## src/rtl/mem_port_arbiter.sv

```systemverilog
// Round-robin arbiter sharing one memory port between instruction fetch (port 0)
// and data load/store (port 1), with a per-transaction timeout and sticky error flag.
module mem_port_arbiter #(
  parameter int unsigned WIDTH   = 32,
  parameter int unsigned TIMEOUT = 255
) (
  input  logic             i_clk,
  input  logic             i_rst_n,
  input  logic             i_req0,
  input  logic             i_we0,
  input  logic [WIDTH-1:0] i_addr0,
  input  logic [WIDTH-1:0] i_wdata0,
  output logic             o_ack0,
  output logic [WIDTH-1:0] o_rdata0,
  input  logic             i_req1,
  input  logic             i_we1,
  input  logic [WIDTH-1:0] i_addr1,
  input  logic [WIDTH-1:0] i_wdata1,
  output logic             o_ack1,
  output logic [WIDTH-1:0] o_rdata1,
  output logic             o_mem_req,
  output logic             o_mem_we,
  output logic [WIDTH-1:0] o_mem_addr,
  output logic [WIDTH-1:0] o_mem_wdata,
  input  logic [WIDTH-1:0] i_mem_rdata,
  input  logic             i_mem_rdy,
  output logic             o_sel,
  output logic             o_err
);

  // Counter only needs to reach TIMEOUT-1
  localparam int unsigned CNT_W = (TIMEOUT < 2) ? 1 : $clog2(TIMEOUT);

  typedef enum logic [1:0] {
    S_IDLE = 2'd0,
    S_BUSY = 2'd1,
    S_DONE = 2'd2
  } state_t;

  state_t           r_state;
  state_t           w_next_state;
  logic             r_sel;
  logic             r_last;
  logic [CNT_W-1:0] r_cnt;
  logic             r_ack0;
  logic             r_ack1;
  logic [WIDTH-1:0] r_rdata0;
  logic [WIDTH-1:0] r_rdata1;
  logic             r_err;

  logic             w_sel_nxt;
  logic             w_last_nxt;
  logic [CNT_W-1:0] w_cnt_nxt;
  logic             w_ack0_nxt;
  logic             w_ack1_nxt;
  logic [WIDTH-1:0] w_rdata0_nxt;
  logic [WIDTH-1:0] w_rdata1_nxt;
  logic             w_err_nxt;
  logic             w_timeout;
  logic             w_fin;
  logic [WIDTH-1:0] w_ret;

  assign o_mem_addr  = r_sel ? i_addr1  : i_addr0;
  assign o_mem_wdata = r_sel ? i_wdata1 : i_wdata0;
  assign o_mem_we    = r_sel ? i_we1    : i_we0;
  assign o_mem_req   = (r_state == S_BUSY);

  assign w_timeout = (TIMEOUT != 0) && (r_cnt == CNT_W'(TIMEOUT - 32'd1));
  assign w_fin     = (r_state == S_BUSY) && (i_mem_rdy || w_timeout);

  // Returned data: memory data on reads, unchanged on writes, zero on timeout
  always_comb begin
    w_ret = '0;
    if (i_mem_rdy) begin
      if (o_mem_we) w_ret = r_sel ? r_rdata1 : r_rdata0;
      else          w_ret = i_mem_rdata;
    end
  end

  always_ff @(posedge i_clk) begin
    if (!i_rst_n) r_state <= S_IDLE;
    else          r_state <= w_next_state;
  end

  always_comb begin
    w_next_state = r_state;
    case (r_state)
      S_IDLE:  if (i_req0 || i_req1) w_next_state = S_BUSY;
      S_BUSY:  if (w_fin) w_next_state = S_DONE;
      S_DONE:  w_next_state = S_IDLE;
      default: w_next_state = S_IDLE;
    endcase
  end

  // Next values of the registered outputs and arbitration state
  always_comb begin
    w_sel_nxt    = r_sel;
    w_last_nxt   = r_last;
    w_cnt_nxt    = r_cnt;
    w_ack0_nxt   = 1'b0;
    w_ack1_nxt   = 1'b0;
    w_rdata0_nxt = r_rdata0;
    w_rdata1_nxt = r_rdata1;
    w_err_nxt    = r_err;
    case (r_state)
      S_IDLE: begin
        w_cnt_nxt = '0;
        if (i_req0 && i_req1) w_sel_nxt = ~r_last;
        else if (i_req1)      w_sel_nxt = 1'b1;
        else if (i_req0)      w_sel_nxt = 1'b0;
      end
      S_BUSY: begin
        w_cnt_nxt = r_cnt + CNT_W'(1);
        if (w_fin) begin
          w_last_nxt = r_sel;
          if (!i_mem_rdy) w_err_nxt = 1'b1;
          if (r_sel) begin
            w_ack1_nxt   = 1'b1;
            w_rdata1_nxt = w_ret;
          end else begin
            w_ack0_nxt   = 1'b1;
            w_rdata0_nxt = w_ret;
          end
        end
      end
      default: ;
    endcase
  end

  always_ff @(posedge i_clk) begin
    if (!i_rst_n) begin
      r_sel    <= 1'b0;
      r_last   <= 1'b1;
      r_cnt    <= '0;
      r_ack0   <= 1'b0;
      r_ack1   <= 1'b0;
      r_rdata0 <= '0;
      r_rdata1 <= '0;
      r_err    <= 1'b0;
    end else begin
      r_sel    <= w_sel_nxt;
      r_last   <= w_last_nxt;
      r_cnt    <= w_cnt_nxt;
      r_ack0   <= w_ack0_nxt;
      r_ack1   <= w_ack1_nxt;
      r_rdata0 <= w_rdata0_nxt;
      r_rdata1 <= w_rdata1_nxt;
      r_err    <= w_err_nxt;
    end
  end

  assign o_sel    = r_sel;
  assign o_ack0   = r_ack0;
  assign o_ack1   = r_ack1;
  assign o_rdata0 = r_rdata0;
  assign o_rdata1 = r_rdata1;
  assign o_err    = r_err;

endmodule
```

## config.mk

```make
export PLATFORM = sky130hd
export DESIGN_NAME = mem_port_arbiter
export DESIGN_NICKNAME = d
export VERILOG_FILES = /design/src/rtl/mem_port_arbiter.sv
export SDC_FILE = /design/constraint.sdc
export NUM_CORES = 1
export LEC_CHECK = 0
export CAP_MARGIN = 20
export CORE_ASPECT_RATIO = 0.6
export CORE_MARGIN = 8
export CORE_UTILIZATION = 34
export CTS_BUF_LIST = sky130_fd_sc_hd__clkbuf_16
export CTS_CLUSTER_DIAMETER = 80
export DETAILED_ROUTE_END_ITERATION = 6
export GPL_TIMING_DRIVEN = 0
export HOLD_SLACK_MARGIN = 0.08
export PLACE_DENSITY = 0.88
export RECOVER_POWER = 100
export SETUP_SLACK_MARGIN = 0.3
export SLEW_MARGIN = 20
export SYNTH_ARGS = -nofsm -noshare
export SYNTH_HDL_FRONTEND = slang
export SYNTH_SLANG_ARGS = --single-unit
export TNS_END_PERCENT = 100
```

## constraint.sdc

```tcl
create_clock -name i_clk -period 2 [get_ports i_clk]
set_clock_uncertainty 0.1 [all_clocks]
set_input_delay 0.4 -clock i_clk [delete_from_list [all_inputs] [get_ports i_clk]]
set_output_delay 0.4 -clock i_clk [all_outputs]
set_load 0.005 [all_outputs]
```

-- Yosys cells after proc, flatten, opt, wreduce, memory -nomap -nowiden
Cells that the tools add are included.
- register bits: 79
- bits in latches: 0
- RAM bits: 0
- memory bits (read-only): 0
- bits of input ports: 167
- output and inout port bits: 134
- logic and storage cells: 46
- memories: 0
- $add $sub $neg: 1
- multiply operators: 0
- divide/modulo/power cells: 0
- $lt $le $gt $ge: 0
- eq/ne operators: 4
- shift operators: 0
- multiplexer cells: 15
- bitwise logic cells: 3
- reduce and logical (&&, ||, !) cells: 14
- operators by type and width (kind ; count):
    32-bit 2-to-1 mux ; 5
    8-bit case mux with 2 select lines ; 1
    3-bit AND reduction ; 4
    8-bit by 1-bit adder with 8-bit output (second input constant) ; 1
    8-bit equality test (second input constant) ; 1
    1-bit 2-to-1 mux ; 6
    2-bit AND reduction ; 3
    2-bit 2-to-1 mux ; 2
    2-bit case mux with 2 select lines ; 1
    1-bit NOT ; 3
    3-bit nonzero test ; 1
    2-bit by 1-bit equality test with 1-bit output (second input constant) ; 1
    1-bit logical AND ; 2
    2-bit zero test ; 1
    1-bit logical OR ; 2
    2-bit by 1-bit inequality test with 1-bit output (second input constant) ; 1
    2-bit inequality test (second input constant) ; 1
    2-bit nonzero test ; 1

-- Depth between registers and ports, before layout
Gate-level depths: netlist (run 1).
- depth after elaboration: 5
- depth in mapped cells: 7
- mapped depth without buffers: 6

-- Worst setup path before layout (run 1)
OpenSTA, ideal clock, no wires.
- path type: flip-flop to output port
- start: reg r_sel (netlist: o_sel)
- end: out o_mem_wdata[23]
- data arrival time: 1.311 ns
- required time: 1.500 ns
- setup slack: 0.189 ns
- stages on the path, launching flop included: 5
- buffers on the path: 3
- path through: dfxtp_1 buf_2 buf_2 buf_2 mux2_2
- cells in the longest elaborated chain, start to end: 1
- ends and longest elaborated chain (what ; RTL line ; text):
    start, declared ; 42 ; logic r_sel;
    start signal, assigned ; 141 ; r_sel <= w_sel_nxt;
    32-bit 2-to-1 mux ; 64 ; assign o_mem_wdata = r_sel ? i_wdata1 : i_wdata0;
    end, declared ; 24 ; output logic [WIDTH-1:0] o_mem_wdata,
No other way between the ends.

-- Worst setup path after layout (run 1)
- start: reg r_sel (netlist: o_sel)
- end: out o_mem_wdata[10]
The elaborated chain is that of the path after synthesis.

==> results.toml, run 1 <==
[critical_path]
reg2reg_slack_ns = -0.06
path_max_fanout = 5
crit_buf_inv = 6
cp_top_family = "buffers and inverters"
path_class = "reg -> out"
path_cells = "buf_6 -> buf_12 -> buf_8 -> buf_12 -> buf_8 -> mux2_4 -> buf_6"
cp_slowest_stage_delay_ns = 0.35
crit_path_start_kind = "register"
cp-end-kind = "output pin"
slowest_stage = "dfxtp_4"
worst_ep_required_time_ns = 1.50
arrival_ns = 1.74

[power]
p_leak_uw = 0.00381
power_density_mw_per_mm2 = 534
vdd_drop_max_uv = 426
power.total_uw = 4860

[logic_synthesis]
netlist_area_sq_mm = 0.00403
postSynth.asyncResetShare_pct = 0
ys_seq_area_share_pct = 39.2
synth_top_area_share_pct = 39.2
ys_warn_count = 0
syn-num-nets = 563
yosys.area.top_type = "dfxtp_1"
synth_area_leaders = "dfxtp_1 39%, mux2_2 18%, o2bb2ai_1 14%, mux2i_1 8.2%, a21oi_1 4.3%"
avgSynthCellArea_sq_um = 10.2
synth_edf_count = 0
synth-seq-cells = 79
synth_cells = 394
synth.distinct_cells = 35
synth_ff_type = "dfxtp_1"

[timing]
tightest_slew_ns = 0.837
fmax_mhz = 447
rsz0062_at_grt = "true"
period_share_pct = 112
maxSlewHeadroom_pct = 43.6
drv_slew = 0
finalSetupTns_ns = -11.37
finalSetupViolations = 77
whs_ns = 0.375
fin_ws_ns = -0.238
hold_viol_final = 0
fin_crit_ns = 2.24

[floorplan]
dieArea_sq_mm = 0.0157
start_util_pct = 35.3
die_y_um = 100
fp.dieW_um = 157
rows = 30
ioPinCount = 301
core_sq_mm = 0.0114

[hold_path]
hold_class = "reg -> reg"

[routing]
drcViolationCount = 0
num_vias = 4849
viasPerCell = 5.32
drtIter0Drc = 226
drt-total-wl_um = 22800
wl_per_cell_um = 25.0
ant_nets = 0
drtPass1Iterations = 4

[finish]
nFillCells = 697
final_net_count = 914
syn_to_final_growth_pct = 126
post_layout_nonfiller_instances = 911
final_cell_area_sq_mm = 0.00911
layout-drive-gt1-share_pct = 42.0

[run_status]
violations = "negative setup slack"
status = "finished with violations"

[global_routing]
grt.overflow.total = 0
grt_pass1_wl_um = 32600
grt_usage_pct = 26.7
grt_pass1_vias = 5252
antenna_found_initial = 0
grt_start_max_net_pins = 15

[placed_design]
port_buffers = 299
globalplace.congestion = 0.966
place_area_sq_mm = 0.00723
dp_hpwl_um = 15100
dp_cells = 853

[clock_network]
cts_max_level = 3
cts.sinks = 79
cts_tree = "built"
clk_path_buf_depth = 2
path_clk_slew_ns = 0.06
hold_buffers = 0
clockRootBuffer = "clkbuf_16"
cts_inserted_buffers = 9
insertion_delay_ns = 0.33

[job]
drv_cap = 0
[final timing paths]
kind	from	end	depth (start not counted)
worst max register to register	o_sel	o_rdata0[31]	12
worst max-delay path	o_sel	o_mem_wdata[10]	7
worst min register to register	r_last	r_last	2
worst min-delay path	r_last	r_last	2
[metrics by stage]
step | util, % | worst slack (ns)
after detailed placement | 63.4 | -0.522
final | 79.8 | -0.238
after global routing | 79.8 | -0.274
after global placement | 63.4 | -0.539
after floorplan | - | 0.293
after CTS | 76.7 | -0.233
[worst reg2reg max path, stage by stage (launching register included)]
cell       delay, ns
dfxtp_4         0.35
buf_6           0.12
buf_4           0.13
buf_6           0.11
buf_6           0.12
mux2i_4         0.16
buf_6           0.14
buf_8           0.12
buf_8           0.13
buf_6           0.14
nor2_4          0.04
a21oi_2         0.16
o2bb2ai_1       0.10
[cells in the final DEF, fill, tap and decap left out, types with 7 or more instances in the layout]
master / instances
a21oi_2: 11
a21oi_4: 21
buf_12: 14
buf_16: 8
buf_2: 10
buf_4: 13
buf_6: 71
buf_8: 12
clkbuf_16: 10
clkdlybuf4s50_1: 169
dfxtp_1: 67
dfxtp_2: 10
dlygate4sd2_1: 55
dlymetal6s2s_1: 8
mux2_2: 21
mux2_4: 43
mux2i_1: 30
nand2_1: 7
nor2_1: 19
nor2_4: 20
o2bb2ai_1: 41
o2bb2ai_2: 23
[flip-flops by register name (all words and copies together) (netlist names)]
signal,flops
o_rdata0,32
o_rdata1,32
r_cnt,8
r_state,2
o_ack0,1
o_ack1,1
o_err,1
o_sel,1
r_last,1
[cells in the mapped netlist (all sizes together) (2+ instances only)]
cell     instances
nand4            2
nor2            41
dfxtp           79
or3              2
nand2            7
ha               2
nor2b            2
inv              3
a21oi           35
o21a             2
mux2i           33
o21ai            5
o2bb2ai         64
nand4b           2
xor2             4
buf             25
mux2            64
and2             2
nand3            3
clkbuf           8
[where the power goes]
part           switching (uW)  total, uW  leakage (uW)  internal, uW
Sequential               32.5       1640      0.000645          1610
Combinational             644       1700       0.00303          1060
Clock                     678       1520      0.000133           843
Total                    1350       4860       0.00381          3510
[what timing repair did]
item / CTS / global route
setup buffers: 29 / 3
resized for setup: 585 / 79
pin swaps: 34 / 18
endpoints found under the setup margin: 195 / 138
gates cloned: 8 / 1
[cell families after synthesis]
kind of cell               after synthesis  share of synthesized area (%)
and+or+nand+nor                         66                           7.67
muxes                                   97                           26.1
buffers and inverters                   36                           5.03
AOI/OAI and AO/OA                      109                           20.3
adders and majority gates                2                          0.621
DFF                                     79                           39.2
xor gates and xnor gates                 5                           1.09
[layout make-up]
| type | instances | area (sq um) | share of cell area [%] |
|---|---|---|---|
| timing repair buffer | 340 | 3590 | 39.4 |
| clock buffer | 9 | 225 | 2.47 |
| sequential | 79 | 1600 | 17.6 |
| antenna | 1 | 2.50 | 0.0275 |
| tap | 160 | 200 | 2.20 |
| multi-input combinational | 279 | 3020 | 33.1 |
| inverter | 3 | 16.3 | 0.179 |
| buffer | 33 | 408 | 4.48 |
| clock inverter | 7 | 50.0 | 0.549 |
[routing by layer]
metal  up-vias  share of wire, %  wire (um)  GRT usage, %
li1       2171                 -          -             -
met1      2419                39       8940          30.7
met2       218                51      11700          47.8
met3        41               7.1       1610          6.99
met4         0               2.5        564          8.30
met5         -                 0          0             0
No activity file was read; power rests on OpenSTA's default activity.
==> run 2: changes to the inputs <==
--- a/config.mk
+++ b/config.mk
@@ -5,13 +5,14 @@
 export SDC_FILE = /design/constraint.sdc
 export NUM_CORES = 1
 export LEC_CHECK = 0
-export CAP_MARGIN = 20
+export CAP_MARGIN = 10
 export CORE_ASPECT_RATIO = 0.6
 export CORE_MARGIN = 8
 export CORE_UTILIZATION = 34
 export CTS_BUF_LIST = sky130_fd_sc_hd__clkbuf_16
 export CTS_CLUSTER_DIAMETER = 80
 export DETAILED_ROUTE_END_ITERATION = 6
+export GPL_ROUTABILITY_DRIVEN = 0
 export GPL_TIMING_DRIVEN = 0
 export HOLD_SLACK_MARGIN = 0.08
 export PLACE_DENSITY = 0.88
==> run 2 against run 1 <==
Against the previous run: the flow still finishes with violations (negative setup slack); via count rose by 0.12%; worst setup slack improved by 0.020 ns; first-iteration DRC count is 44% higher; cell count up 0.99%; count of clock-buffer cells in the layout unchanged; clock power rose by 18%; global-route usage up 0.38 points; critical path type unchanged; largest cell class unchanged; largest power group is now the clock network; highest routed layer is now met5.
==> results.toml, run 2 (synthesized netlist as in run 1, its figures left out) <==
[clock_network]
clk_path_buf_depth = 2
path_clk_slew_ns = 0.06
clockRootBuffer = "clkbuf_16"
cts.sinks = 79
insertion_delay_ns = 0.34
cts_tree = "built"
cts_max_level = 3
cts_inserted_buffers = 9

[timing]
period_share_pct = 111
drv_slew = 0
fin_ws_ns = -0.217
maxSlewHeadroom_pct = 41.3
whs_ns = 0.372
fmax_mhz = 451
tightest_slew_ns = 0.872
fin_crit_ns = 2.22
finalSetupTns_ns = -10.48
hold_viol_final = 0
finalSetupViolations = 112
rsz0062_at_grt = "true"

[routing]
drtPass1Iterations = 4
ant_nets = 0
wl_per_cell_um = 25.7
drt-total-wl_um = 23600
viasPerCell = 5.28
drtIter0Drc = 325
drcViolationCount = 0
num_vias = 4855

[finish]
num_antenna_cells = 0
post_layout_nonfiller_instances = 920
layout_common_cells = "167 x clkdlybuf4s50_1, 80 x buf_6, 72 x dfxtp_1"
syn_to_final_growth_pct = 131
nFillCells = 664
final_common_cell = "clkdlybuf4s50_1"
layout-drive-gt1-share_pct = 42.8
final_net_count = 924

[floorplan]
core_sq_mm = 0.0114
start_util_pct = 35.3
dieArea_sq_mm = 0.0157
die_y_um = 100
ioPinCount = 301
fp.dieW_um = 157
rows = 30

[power]
power.total_uw = 5210
vdd_drop_max_uv = 525
power_density_mw_per_mm2 = 560
p_leak_uw = 0.00392

[run_status]
violations = "negative setup slack"
status = "finished with violations"

[placed_design]
port_buffers = 299
dp_hpwl_um = 15000
dp_slack_ns = -0.553
dp_cells = 853

[critical_path]
crit_path_start_kind = "register"
cp-end-kind = "output pin"
path_class = "reg -> out"
reg2reg_slack_ns = -0.07
arrival_ns = 1.72
worst_ep_required_time_ns = 1.50
path_max_fanout = 5

[hold_path]
hold_class = "reg -> reg"

[global_routing]
grt_start_max_net_pins = 15
grt_pass1_vias = 5220
antenna_found_initial = 1
grt_usage_pct = 27.1
grt.overflow.total = 0
grt_pass1_wl_um = 32700

[job]
drv_cap = 0
==> run 2: cell types whose count changed in the layout (fill, tap and decap cells not counted), sizes merged <==
cell	before	now
inv	5	3
buf	129	137
diode	1	0
dlygate4sd2	55	60
bufbuf	0	1
clkbuf	20	21
clkdlybuf4s50	169	167
bufinv	0	2
dlymetal6s2s	8	4
clkdlybuf4s25	1	2
==> run 2: area by class of cell <==
cell class                      instances  area, sq um  share of cell area [%]
Timing Repair Buffer                  351         3710                    39.9
Multi-Input combinational cell        279         3070                    32.9
Sequential cell                        79         1590                    17.1
Buffer                                 32          399                    4.29
Clock buffer                            9          225                    2.42
Tap cell                              160          200                    2.15
Clock inverter                          7         97.6                    1.05
Inverter                                3         13.8                   0.148
==> run 2: worst paths after layout <==
| check | start | end | depth (start not counted) |
|---|---|---|---|
| setup / recovery | o_sel | o_mem_wdata[27] | 7 |
| hold / removal | r_last | r_last | 2 |
| setup reg to reg | o_sel | o_rdata1[15] | 12 |
| hold reg to reg | r_last | r_last | 2 |
==> run 2: through the flow <==
stage          utilization (%)  instance area [sq um]
2_1_floorplan                -                   4040
3_3_place_gp              63.4                   7230
3_5_place_dp              63.4                   7230
4_1_cts                   78.1                   8910
5_1_grt                   81.5                   9300
6_report                  81.5                   9300
==> run 2: worst max-delay path, cell delays in order (launching register included) <==
cell,delay [ns]
dfxtp_2,0.34
buf_6,0.13
buf_12,0.12
buf_12,0.12
buf_8,0.12
buf_6,0.11
mux2_4,0.30
buf_6,0.12
==> run 2: timing repair <==
item                       4_1_cts  5_1_grt
gates resized for setup        600       87
setup buffers                   37        6
hold buffers                     0        0
pin swaps                       33       17
setup endpoints to repair      196      137
hold endpoints to repair         0        0
cloned                           8        1
==> run 2: where the power goes <==
| part | internal [uW] | switching, uW |
|---|---|---|
| combinational | 1110 | 666 |
| clock | 1100 | 702 |
| sequential | 1610 | 30.3 |
==> run 2: layer usage <==
layer | vias up | track usage (%) | routed length (um)
met5 | - | 0 | 13
met4 | 2 | 9.92 | 699
met3 | 54 | 9.40 | 1870
met2 | 236 | 48.1 | 12100
met1 | 2378 | 29.6 | 9000
li1 | 2185 | - | -
==> RTL change: new RTL, settings of run 1 <==
`WIDTH`: 32 -> 48.
--- a/src/rtl/mem_port_arbiter.sv
+++ b/src/rtl/mem_port_arbiter.sv
@@ -1,7 +1,7 @@
 // Round-robin arbiter sharing one memory port between instruction fetch (port 0)
 // and data load/store (port 1), with a per-transaction timeout and sticky error flag.
 module mem_port_arbiter #(
-  parameter int unsigned WIDTH   = 32,
+  parameter int unsigned WIDTH   = 48,
   parameter int unsigned TIMEOUT = 255
 ) (
   input  logic             i_clk,
Ports: changed (9 resized); port bits go from 301 to 445. The function was not compared with the original's and may differ.
==> RTL change against run 1 <==
The run still ends with negative setup slack left; total power up 46%; cell area rose by 54%; count of clock-buffer cells in the layout did not move; largest power group unchanged; first-iteration DRC count increased to 3.0 times the old value; area after synthesis grew 44%; setup slack lost 0.044 ns; largest cell class unchanged; sequential cell count up 32; die area increased by 38%; critical endpoint is now o_mem_addr[42]; cell count is 51% higher; routed wire length is 78% higher.
==> RTL change: results (changes against run 1) <==
Finish:
- The final cell count without fillers came to 1376 (+51%).
- The filler cell count is 876 (+26%).
- The share of final-layout standard cells stronger than drive strength 1 is 46.2% (+4.2 points).

Global route:
- The maximum number of pins on one net before global-route repair is 21 (+6).
- The overall routing resource usage came to 31.5% (+4.8 points).
- The number of global-route vias before repair came to 7701 (+47%).
- The wire length of the first global-routing pass came to 51000 microns (+56%).

Power and ir drop:
- The peak supply drop is 0.499 mV (+17%).

Timing:
- The count of endpoints failing setup in the final report came to 173 (+120%).
- The remaining max-slew budget at the tightest pin is 33.2% (-10 points).
- The final worst slack is -0.282 ns (-0.0443 ns).

Synthesis:
- By count the netlist is led by 111 x sky130_fd_sc_hd__dfxtp_1, 96 x sky130_fd_sc_hd__mux2_2, 76 x sky130_fd_sc_hd__o2bb2ai_1, 58 x sky130_fd_sc_hd__nor2_1, 50 x sky130_fd_sc_hd__a21oi_1.
- The number of nets in the synthesized netlist is 804 (+43%).
- The xor and xnor area share after synthesis is 0.904% (-0.18 points).
- By area the synthesized netlist is led by sky130_fd_sc_hd__dfxtp_1 38%, sky130_fd_sc_hd__mux2_2 19%, sky130_fd_sc_hd__o2bb2ai_1 11%.
- The share of synthesized area spent on multiplexers was 27.1% (+1.0 points).
- The share of synthesized cell area in full adder, half adder and majority cells is 0.431% (-0.19 points).
- The post-synthesis sequential area ratio is 38.2% (-1.0 points).
- The number of library cell types mapped by synthesis is 39 (+11%).
- The synthesized area divided by synthesized cell count came to 10.5 sq um (+2.3%).

Clock tree:
- The later-pin clock latency in the skew report is 0.35 ns (+0.02 ns).
- The clock-pin slew reported for the worst setup and hold paths after clock tree synthesis is 0.09 ns (+0.03 ns).

Detailed routing:
- The average vias per placed instance came to 5.61 (+5.5%).
- The detailed-router iteration count before antenna repair came to 5 (+1).

Placement:
- The final weighted congestion of routability-driven global placement is 0.923 (-4.4%).
- The number of placed instances with taps included is 1232 (+44%).
- The post-detailed-placement half-perimeter wirelength came to 23700 microns (+57%).
- The placed cell area is 0.0106 sq mm (+46%).
- The worst slack at placement came to -0.784 ns (-0.263 ns).
- The count of input and output buffers is 443 (+48%).

Min path:
- The path class of the tightest hold or removal check is primary input to flip-flop.

Setup path:
- The largest individual stage delay along the critical path comes from the cell sky130_fd_sc_hd__dfxtp_2.
- The arrival time of data at the critical path endpoint was 1.78 ns (+0.04 ns).

Status:
- The flow ran to the end, but the final reports show violations.
- The checks that failed: negative setup slack.
[RTL change: cell count changes after synthesis, moves of 2 or more]
cell                        before  now
sky130_fd_sc_hd__dfxtp_1        79  111
sky130_fd_sc_hd__mux2_2         64   96
sky130_fd_sc_hd__o2bb2ai_2       1   20
sky130_fd_sc_hd__nor2_1         41   58
sky130_fd_sc_hd__a21oi_1        35   50
sky130_fd_sc_hd__mux2i_1        33   48
sky130_fd_sc_hd__o2bb2ai_1      63   76
sky130_fd_sc_hd__buf_2          18   29
sky130_fd_sc_hd__buf_1           0    2
sky130_fd_sc_hd__buf_4           2    4
sky130_fd_sc_hd__nand3_1         3    1
[RTL change: final cells by class]
| class | count | area (sq um) | share of cell area (%) |
|---|---|---|---|
| repair buffers | 570 | 6080 | 43.5 |
| multi-input cells | 391 | 4380 | 31.3 |
| flip-flops and latches | 111 | 2240 | 16.0 |
| plain buffers | 49 | 662 | 4.73 |
| well taps | 234 | 293 | 2.09 |
| clock buffers | 9 | 225 | 1.61 |
| clock inverters | 7 | 87.6 | 0.626 |
| inverters | 4 | 20.0 | 0.143 |
| diodes | 1 | 2.50 | 0.0179 |
[RTL change: layer usage]
metal  global-route usage [%]  routed length (microns)  up-vias
met2                     54.6                    20000      517
li1                         -                        -     3248
met4                     12.4                     2100        0
met3                     8.48                     3300      155
met5                        0                        0        -
met1                     37.1                    15200     3805
[RTL change: power groups by stage]
| stage | Sequential (mW) | Combinational, mW | Clock [mW] |
|---|---|---|---|
| after floorplan | 2.34 | 0.634 | 0 |
| after global placement | 2.35 | 1.70 | 0 |
| after detailed placement | 2.35 | 1.73 | 0 |
| after CTS | 2.29 | 2.44 | 1.90 |
| after global routing | 2.31 | 2.91 | 2.03 |
| final | 2.31 | 2.84 | 1.93 |
[RTL change: worst paths after layout]
| kind | from | to | slack [ns] |
|---|---|---|---|
| max reg2reg | o_sel | o_rdata1[42] | -0.19 |
| min reg2reg | o_rdata0[28] | o_rdata0[28] | 0.39 |
| min | i_rst_n | o_err | 0.27 |
| max | o_sel | o_mem_addr[42] | -0.28 |
[RTL change: repair_timing]
action	4_1_cts	5_1_grt
setup endpoints to repair	294	200
hold buffers	0	0
cloned	17	0
buffers inserted	81	29
resized for setup	842	203
hold endpoints to repair	0	0
pin swaps	27	38
[RTL change: logic make-up after synthesis]
family,after synthesis
buffers and inverters,53
muxes,145
adders and majority gates,2
and+or+nand+nor,83
AOI/OAI and AO/OA,155
xor gates and xnor gates,6
DFF,111
